**config.mk**
```make
export PLATFORM = sky130hd
export DESIGN_NAME = iic_master_a16
export DESIGN_NICKNAME = d
export VERILOG_FILES = /design/src/rtl/iic_master_a16.sv
export SDC_FILE = /design/constraint.sdc
export NUM_CORES = 1
export LEC_CHECK = 0
export BUFFER_PORTS_ARGS = -buffer_cell sky130_fd_sc_hd__buf_2
export CORE_ASPECT_RATIO = 0.8
export CORE_MARGIN = 2
export CORE_UTILIZATION = 64
export CTS_BUF_LIST = sky130_fd_sc_hd__clkbuf_8
export DETAILED_ROUTE_END_ITERATION = 16
export PLACE_DENSITY = 0.87
export SLEW_MARGIN = 20
export SYNTH_ARGS = -nofsm -noshare
export SYNTH_HDL_FRONTEND = slang
export SYNTH_SLANG_ARGS = --single-unit
```
**constraint.sdc**
```tcl
create_clock -name clk -period 8.2 [get_ports clk]
set_clock_uncertainty 0.1 [all_clocks]
set_input_delay 1.64 -clock clk [delete_from_list [all_inputs] [get_ports clk]]
set_output_delay 1.64 -clock clk [all_outputs]
set_load 0.1 [all_outputs]
```
**src/rtl/iic_master_a16.sv**
```systemverilog
// Byte-level I2C master: one 16-bit-address register write or repeated-START read per iic_trig.
// SCL/SDA are open-drain enables; every slot is four quarters of CLK_DIV clocks each.
module iic_master_a16 #(
    parameter int unsigned CLK_DIV = 125
) (
    input  logic        clk,
    input  logic        rstn,
    input  logic [7:0]  device_id,
    input  logic        iic_trig,
    input  logic        w_r,
    input  logic [15:0] addr,
    input  logic [7:0]  data_in,
    output logic        busy,
    output logic [7:0]  data_out,
    output logic        byte_over,
    output logic        ack_err,
    output logic        scl_oe,
    output logic        sda_oe,
    input  logic        scl_in,
    input  logic        sda_in
);
    localparam int unsigned CW = 12;
    localparam logic [CW-1:0] CNT_MAX = CW'(CLK_DIV - 1);

    typedef enum logic [2:0] {
        IDLE, START, TX_BYTE, TX_ACK, RESTART, RX_BYTE, RX_NACK, STOP
    } state_e;

    state_e        state_q, state_d;
    logic [1:0]    qtr_q, qtr_d;
    logic [CW-1:0] cnt_q, cnt_d;
    logic [2:0]    bit_q, bit_d;
    logic [1:0]    idx_q, idx_d;
    logic [7:0]    shift_q, shift_d;
    logic          wr_q, wr_d;
    logic [7:0]    dev_q, dev_d;
    logic [15:0]   addr_q, addr_d;
    logic [7:0]    wdata_q, wdata_d;
    logic          samp_q, samp_d;
    logic          busy_q, busy_d;
    logic [7:0]    data_out_q, data_out_d;
    logic          byte_over_q, byte_over_d;
    logic          ack_err_q, ack_err_d;
    logic          scl_oe_q, scl_oe_d;
    logic          sda_oe_q, sda_oe_d;
    logic          slot_end;

    // Line enables {scl_oe, sda_oe} for a given slot type and quarter.
    function automatic logic [1:0] line_drive(input state_e st, input logic [1:0] qt, input logic txb);
        logic scl_lo;
        scl_lo = (qt == 2'd0) || (qt == 2'd3);
        case (st)
            IDLE:    line_drive = 2'b00;
            START:   line_drive = {qt == 2'd3, qt[1]};
            TX_BYTE: line_drive = {scl_lo, ~txb};
            RESTART: line_drive = {scl_lo, qt[1]};
            STOP:    line_drive = {qt == 2'd0, qt != 2'd3};
            default: line_drive = {scl_lo, 1'b0};
        endcase
    endfunction

    always_comb begin
        state_d     = state_q;
        qtr_d       = qtr_q;
        cnt_d       = cnt_q;
        bit_d       = bit_q;
        idx_d       = idx_q;
        shift_d     = shift_q;
        wr_d        = wr_q;
        dev_d       = dev_q;
        addr_d      = addr_q;
        wdata_d     = wdata_q;
        samp_d      = samp_q;
        busy_d      = busy_q;
        data_out_d  = data_out_q;
        byte_over_d = 1'b0;
        ack_err_d   = ack_err_q;
        slot_end    = 1'b0;

        // Quarter timebase; a slave holding SCL low in Q1 freezes it.
        if (state_q != IDLE) begin
            if (!(qtr_q == 2'd1 && !scl_in)) begin
                if (cnt_q == CNT_MAX) begin
                    cnt_d    = '0;
                    qtr_d    = qtr_q + 2'd1;
                    slot_end = (qtr_q == 2'd3);
                end else begin
                    cnt_d = cnt_q + CW'(1);
                end
            end
            if (qtr_q == 2'd2 && cnt_q == '0) samp_d = sda_in;
        end

        case (state_q)
            IDLE: if (iic_trig) begin
                dev_d     = device_id;
                wr_d      = w_r;
                addr_d    = addr;
                wdata_d   = data_in;
                busy_d    = 1'b1;
                ack_err_d = 1'b0;
                cnt_d     = '0;
                qtr_d     = 2'd0;
                state_d   = START;
            end
            START: if (slot_end) begin
                shift_d = dev_q;
                bit_d   = 3'd0;
                idx_d   = 2'd0;
                state_d = TX_BYTE;
            end
            TX_BYTE: if (slot_end) begin
                if (bit_q == 3'd7) begin
                    state_d = TX_ACK;
                end else begin
                    bit_d   = bit_q + 3'd1;
                    shift_d = {shift_q[6:0], 1'b0};
                end
            end
            TX_ACK: if (slot_end) begin
                bit_d = 3'd0;
                if (samp_q) begin
                    ack_err_d = 1'b1;
                    state_d   = STOP;
                end else begin
                    case (idx_q)
                        2'd0: begin shift_d = addr_q[15:8]; idx_d = 2'd1; state_d = TX_BYTE; end
                        2'd1: begin shift_d = addr_q[7:0];  idx_d = 2'd2; state_d = TX_BYTE; end
                        2'd2: begin
                            if (wr_q) begin
                                shift_d = wdata_q;
                                idx_d   = 2'd3;
                                state_d = TX_BYTE;
                            end else begin
                                state_d = RESTART;
                            end
                        end
                        default: begin
                            if (wr_q) begin
                                byte_over_d = 1'b1;
                                state_d     = STOP;
                            end else begin
                                state_d = RX_BYTE;
                            end
                        end
                    endcase
                end
            end
            RESTART: if (slot_end) begin
                shift_d = dev_q | 8'h01;
                idx_d   = 2'd3;
                bit_d   = 3'd0;
                state_d = TX_BYTE;
            end
            RX_BYTE: if (slot_end) begin
                shift_d = {shift_q[6:0], samp_q};
                if (bit_q == 3'd7) state_d = RX_NACK;
                else               bit_d   = bit_q + 3'd1;
            end
            RX_NACK: if (slot_end) begin
                byte_over_d = 1'b1;
                data_out_d  = shift_q;
                state_d     = STOP;
            end
            STOP: if (slot_end) begin
                busy_d  = 1'b0;
                state_d = IDLE;
            end
            default: state_d = IDLE;
        endcase

        // Pad enables follow the upcoming slot/quarter so they change exactly on quarter boundaries.
        {scl_oe_d, sda_oe_d} = line_drive(state_d, qtr_d, shift_d[7]);
    end

    always_ff @(posedge clk) begin
        if (!rstn) begin
            state_q     <= IDLE;
            qtr_q       <= 2'd0;
            cnt_q       <= '0;
            bit_q       <= 3'd0;
            idx_q       <= 2'd0;
            shift_q     <= 8'h00;
            wr_q        <= 1'b0;
            dev_q       <= 8'h00;
            addr_q      <= 16'h0000;
            wdata_q     <= 8'h00;
            samp_q      <= 1'b1;
            busy_q      <= 1'b0;
            data_out_q  <= 8'h00;
            byte_over_q <= 1'b0;
            ack_err_q   <= 1'b0;
            scl_oe_q    <= 1'b0;
            sda_oe_q    <= 1'b0;
        end else begin
            state_q     <= state_d;
            qtr_q       <= qtr_d;
            cnt_q       <= cnt_d;
            bit_q       <= bit_d;
            idx_q       <= idx_d;
            shift_q     <= shift_d;
            wr_q        <= wr_d;
            dev_q       <= dev_d;
            addr_q      <= addr_d;
            wdata_q     <= wdata_d;
            samp_q      <= samp_d;
            busy_q      <= busy_d;
            data_out_q  <= data_out_d;
            byte_over_q <= byte_over_d;
            ack_err_q   <= ack_err_d;
            scl_oe_q    <= scl_oe_d;
            sda_oe_q    <= sda_oe_d;
        end
    end

    assign busy      = busy_q;
    assign data_out  = data_out_q;
    assign byte_over = byte_over_q;
    assign ack_err   = ack_err_q;
    assign scl_oe    = scl_oe_q;
    assign sda_oe    = sda_oe_q;

endmodule

```
==> flow_metrics.py <==
metrics = {
    "run_status": {
        "outcome": "completed",
    },
    "worst_setup_path": {
        "critPathBufInv": 2,
        "reg2reg_slack_ns": 4.88,
        "worstPathRequired_ns": 8.35,
        "cpMostUsedCell": "nor2_1",
        "cp.depth": 11,
        "endpoint_kind": "flop",
        "path_cells": "buf_2 > nand2b_1 > nand2_1 > nor4_1 > mux2_2 > nor2_1 > inv_1 > ha_1 > nor2_1 > a31o_2 > o2bb2ai_1",
        "crit_fanout": 7,
        "start_kind": "input port",
        "critPathArrivalTime_ns": 4.20,
        "critical_path_class": "in -> reg",
        "max_stage_delay_ns": 0.73,
        "slowest_stage": "nor4_1",
        "reg2reg_depth": 10,
        "cp_top_family": "simple AND/OR/NAND/NOR gates",
    },
    "clock_tree": {
        "ctsLongestPathBuffers": 2,
        "cts_resized": 0,
        "numCtsBuffers": 9,
        "cts_hold_buffers": 0,
        "cts_tree": "built",
        "insertion_delay_ns": 0.36,
        "clkTransAtPathRegs_ns": 0.08,
        "htreeDepth": 3,
        "cts_setup_buffers": 0,
        "cts-root-buf": "clkbuf_8",
        "cts.sinks": 77,
    },
    "synth": {
        "synth_top_area_cell": "dfxtp_1",
        "synth_area_leaders": "dfxtp_1, nand2_1, a21oi_1",
        "synth_area_per_cell_um2": 8.031,
        "synth_edf_count": 0,
        "synth_area_um2": 3759,
        "ys_ff_latch": 77,
        "ys_seq_area_share_pct": 41.01,
        "synth_compound_area_share_pct": 20.87,
        "synthesis.nets": 520,
        "synth_mux_area_share_pct": 4.061,
        "netlist_instances": 468,
        "synthXorXnorAreaFrac_pct": 0.4660,
        "synthAdderAreaFrac_pct": 4.660,
        "synth_top_cell_area_share_pct": 41.01,
        "yosys_most_used_dff": "dfxtp_1",
        "synth-simple-area-share_pct": 24.40,
        "yosysWarnings": 0,
        "yosysUniqueCellTypes": 55,
        "synthArstFlopShare_pct": 0,
        "synth_top_family_by_area": "simple AND/OR/NAND/NOR gates",
    },
    "pwr": {
        "power_density_nw_per_um2": 185.9,
        "worst_ir_drop_vdd_v": 0.0001421,
        "leakagePower_nw": 1.684,
    },
    "sta": {
        "max_freq_ghz": 0.2466,
        "tns_ns": 0,
        "relSlewSlack_pct": 40.00,
        "rsz0062_at_grt": "false",
        "drv_slew": 0,
        "fin_crit_sh_pct": 49.45,
        "period_minus_slack_ns": 4.055,
        "finalHoldViolCount": 0,
        "setup_viol": 0,
        "worst_pin_slew_ns": 0.9000,
    },
    "placement": {
        "dpl_cell_area_um2": 3993,
        "io_buffers": 50,
        "place.gp.congestion": 0.9398,
        "dp_hpwl_um": 6548,
    },
    "floorplan": {
        "ios": 51,
        "start_util_pct": 67.66,
        "core-area_um2": 5555,
        "rows": 24,
        "die_area_um2": 6506,
        "die_h_um": 72.55,
        "die_width_um": 89.68,
    },
    "global_route": {
        "grt_pass1_wl_um": 15100,
        "antenna_found_initial": 0,
        "grt_pass1_vias": 3209,
        "grt_use_total_pct": 30.18,
        "grt_max_degree": 68,
        "grt_overflow": 0,
    },
    "min_path": {
        "worstHoldPathType": "reg -> reg",
        "min_path_cells": 2,
    },
    "drt": {
        "wirelength_um": 9462,
        "avgViaCountPerCell": 6.211,
        "num_vias": 3621,
        "avgRoutedWirePerCell_um": 16.23,
        "drt_iter0_drc": 494,
        "drc": 0,
        "antenna_left": 0,
        "dr.pass1.iters": 5,
    },
    "layout": {
        "area_growth_pct": 12.18,
        "n_fill_cell": 414,
        "drive_gt1_share_pct": 16.24,
        "final_area_um2": 4217,
        "final_cell_mix": "nand2_1, dfxtp_1, buf_2",
        "final_common_cell": "nand2_1",
        "diodes": 0,
        "nNetsFinal": 553,
    },
    "run": {
        "drv_cap": 0,
    },
}
[metrics by stage]
| step | utilization (%) | setup slack (ns) | hold slack, ns | instances | total power, mW |
|---|---|---|---|---|---|
| 4_1_cts | 75.83 | 4.216 | 0.3594 | 583 | 0.7867 |
| 5_1_grt | 75.90 | 3.987 | 0.3800 | 583 | 0.8081 |
| 3_3_place_gp | 71.87 | 3.994 | 0.3410 | 568 | 0.4671 |
| 6_report | 75.90 | 4.145 | 0.3597 | 583 | 0.7839 |
| 2_1_floorplan | - | 4.249 | 0.3356 | 468 | 0.4469 |
| 3_5_place_dp | 71.87 | 3.865 | 0.3486 | 568 | 0.4694 |
[cell type report]
type                            instances  area, um^2  share of cell area, %
Tap cell                               78       97.59                  2.315
Inverter                               13       50.05                  1.187
Multi-Input combinational cell        349        2049                  48.61
Clock inverter                          5       82.58                  1.958
Sequential cell                        77        1541                  36.56
Clock buffer                           10       137.6                  3.264
Timing Repair Buffer                   51       257.7                  6.113
[tightest hold or removal path, stage by stage, from the launching register on]
cell,delay [ns]
dfxtp_1,0.32
nand2_1,0.05
a21oi_1,0.05
[power breakdown]
group / total [mW] / switching (mW) / leakage, nW / internal [mW]
Sequential: 0.394 / 0.00849 / 0.626 / 0.385
Combinational: 0.0693 / 0.0457 / 0.945 / 0.0237
Clock: 0.321 / 0.141 / 0.113 / 0.180
Total: 0.784 / 0.195 / 1.68 / 0.589
[synth_stat cells (5+ instances only)]
master / number
nand2_1: 90
dfxtp_1: 77
a21oi_1: 49
nor2_1: 45
clkbuf_1: 25
o21ai_0: 20
ha_1: 14
inv_1: 13
mux2i_1: 13
nor3_1: 13
nand3_1: 11
a222oi_1: 8
a22oi_1: 7
a211oi_1: 5
a311oi_1: 5
nand2b_1: 5
nor4_1: 5
[sequential cells by signal, indices dropped and copies added, names as in the netlist]
name and count:
state_q 3, scl_oe 1, qtr_q 2, ack_err 1, sda_oe 1, idx_q 2, busy 1, data_out 8
addr_q 16, cnt_q 12, wdata_q 8, byte_over 1, wr_q 1, shift_q 8, samp_q 1, dev_q 8
bit_q 3
[layer usage]
layer  wire length [um]  track usage, %  up-vias
li1                   -               -     1716
met1               4314           44.81     1670
met2               4030           42.89      213
met3                941           7.395       22
met4                177           9.784        0
met5                  0               0        -
[worst paths after layout]
kind | start | to
worst max-delay path | scl_in | scl_oe
worst min-delay path | addr_q[1] | addr_q[1]
worst max register to register | cnt_q[7] | scl_oe
worst min register to register | addr_q[1] | addr_q[1]
[cell families (layout without fill, tap and decap cells)]
| kind of cell | after synthesis | count (layout) |
|---|---|---|
| xor gates and xnor gates | 2 | 2 |
| muxes | 15 | 15 |
| adders and majority gates | 14 | 14 |
| AOI/OAI and AO/OA | 120 | 120 |
| and+or+nand+nor | 198 | 198 |
| DFF | 77 | 77 |
| buffers and inverters | 42 | 79 |
No activity file was read; power rests on OpenSTA's default activity.
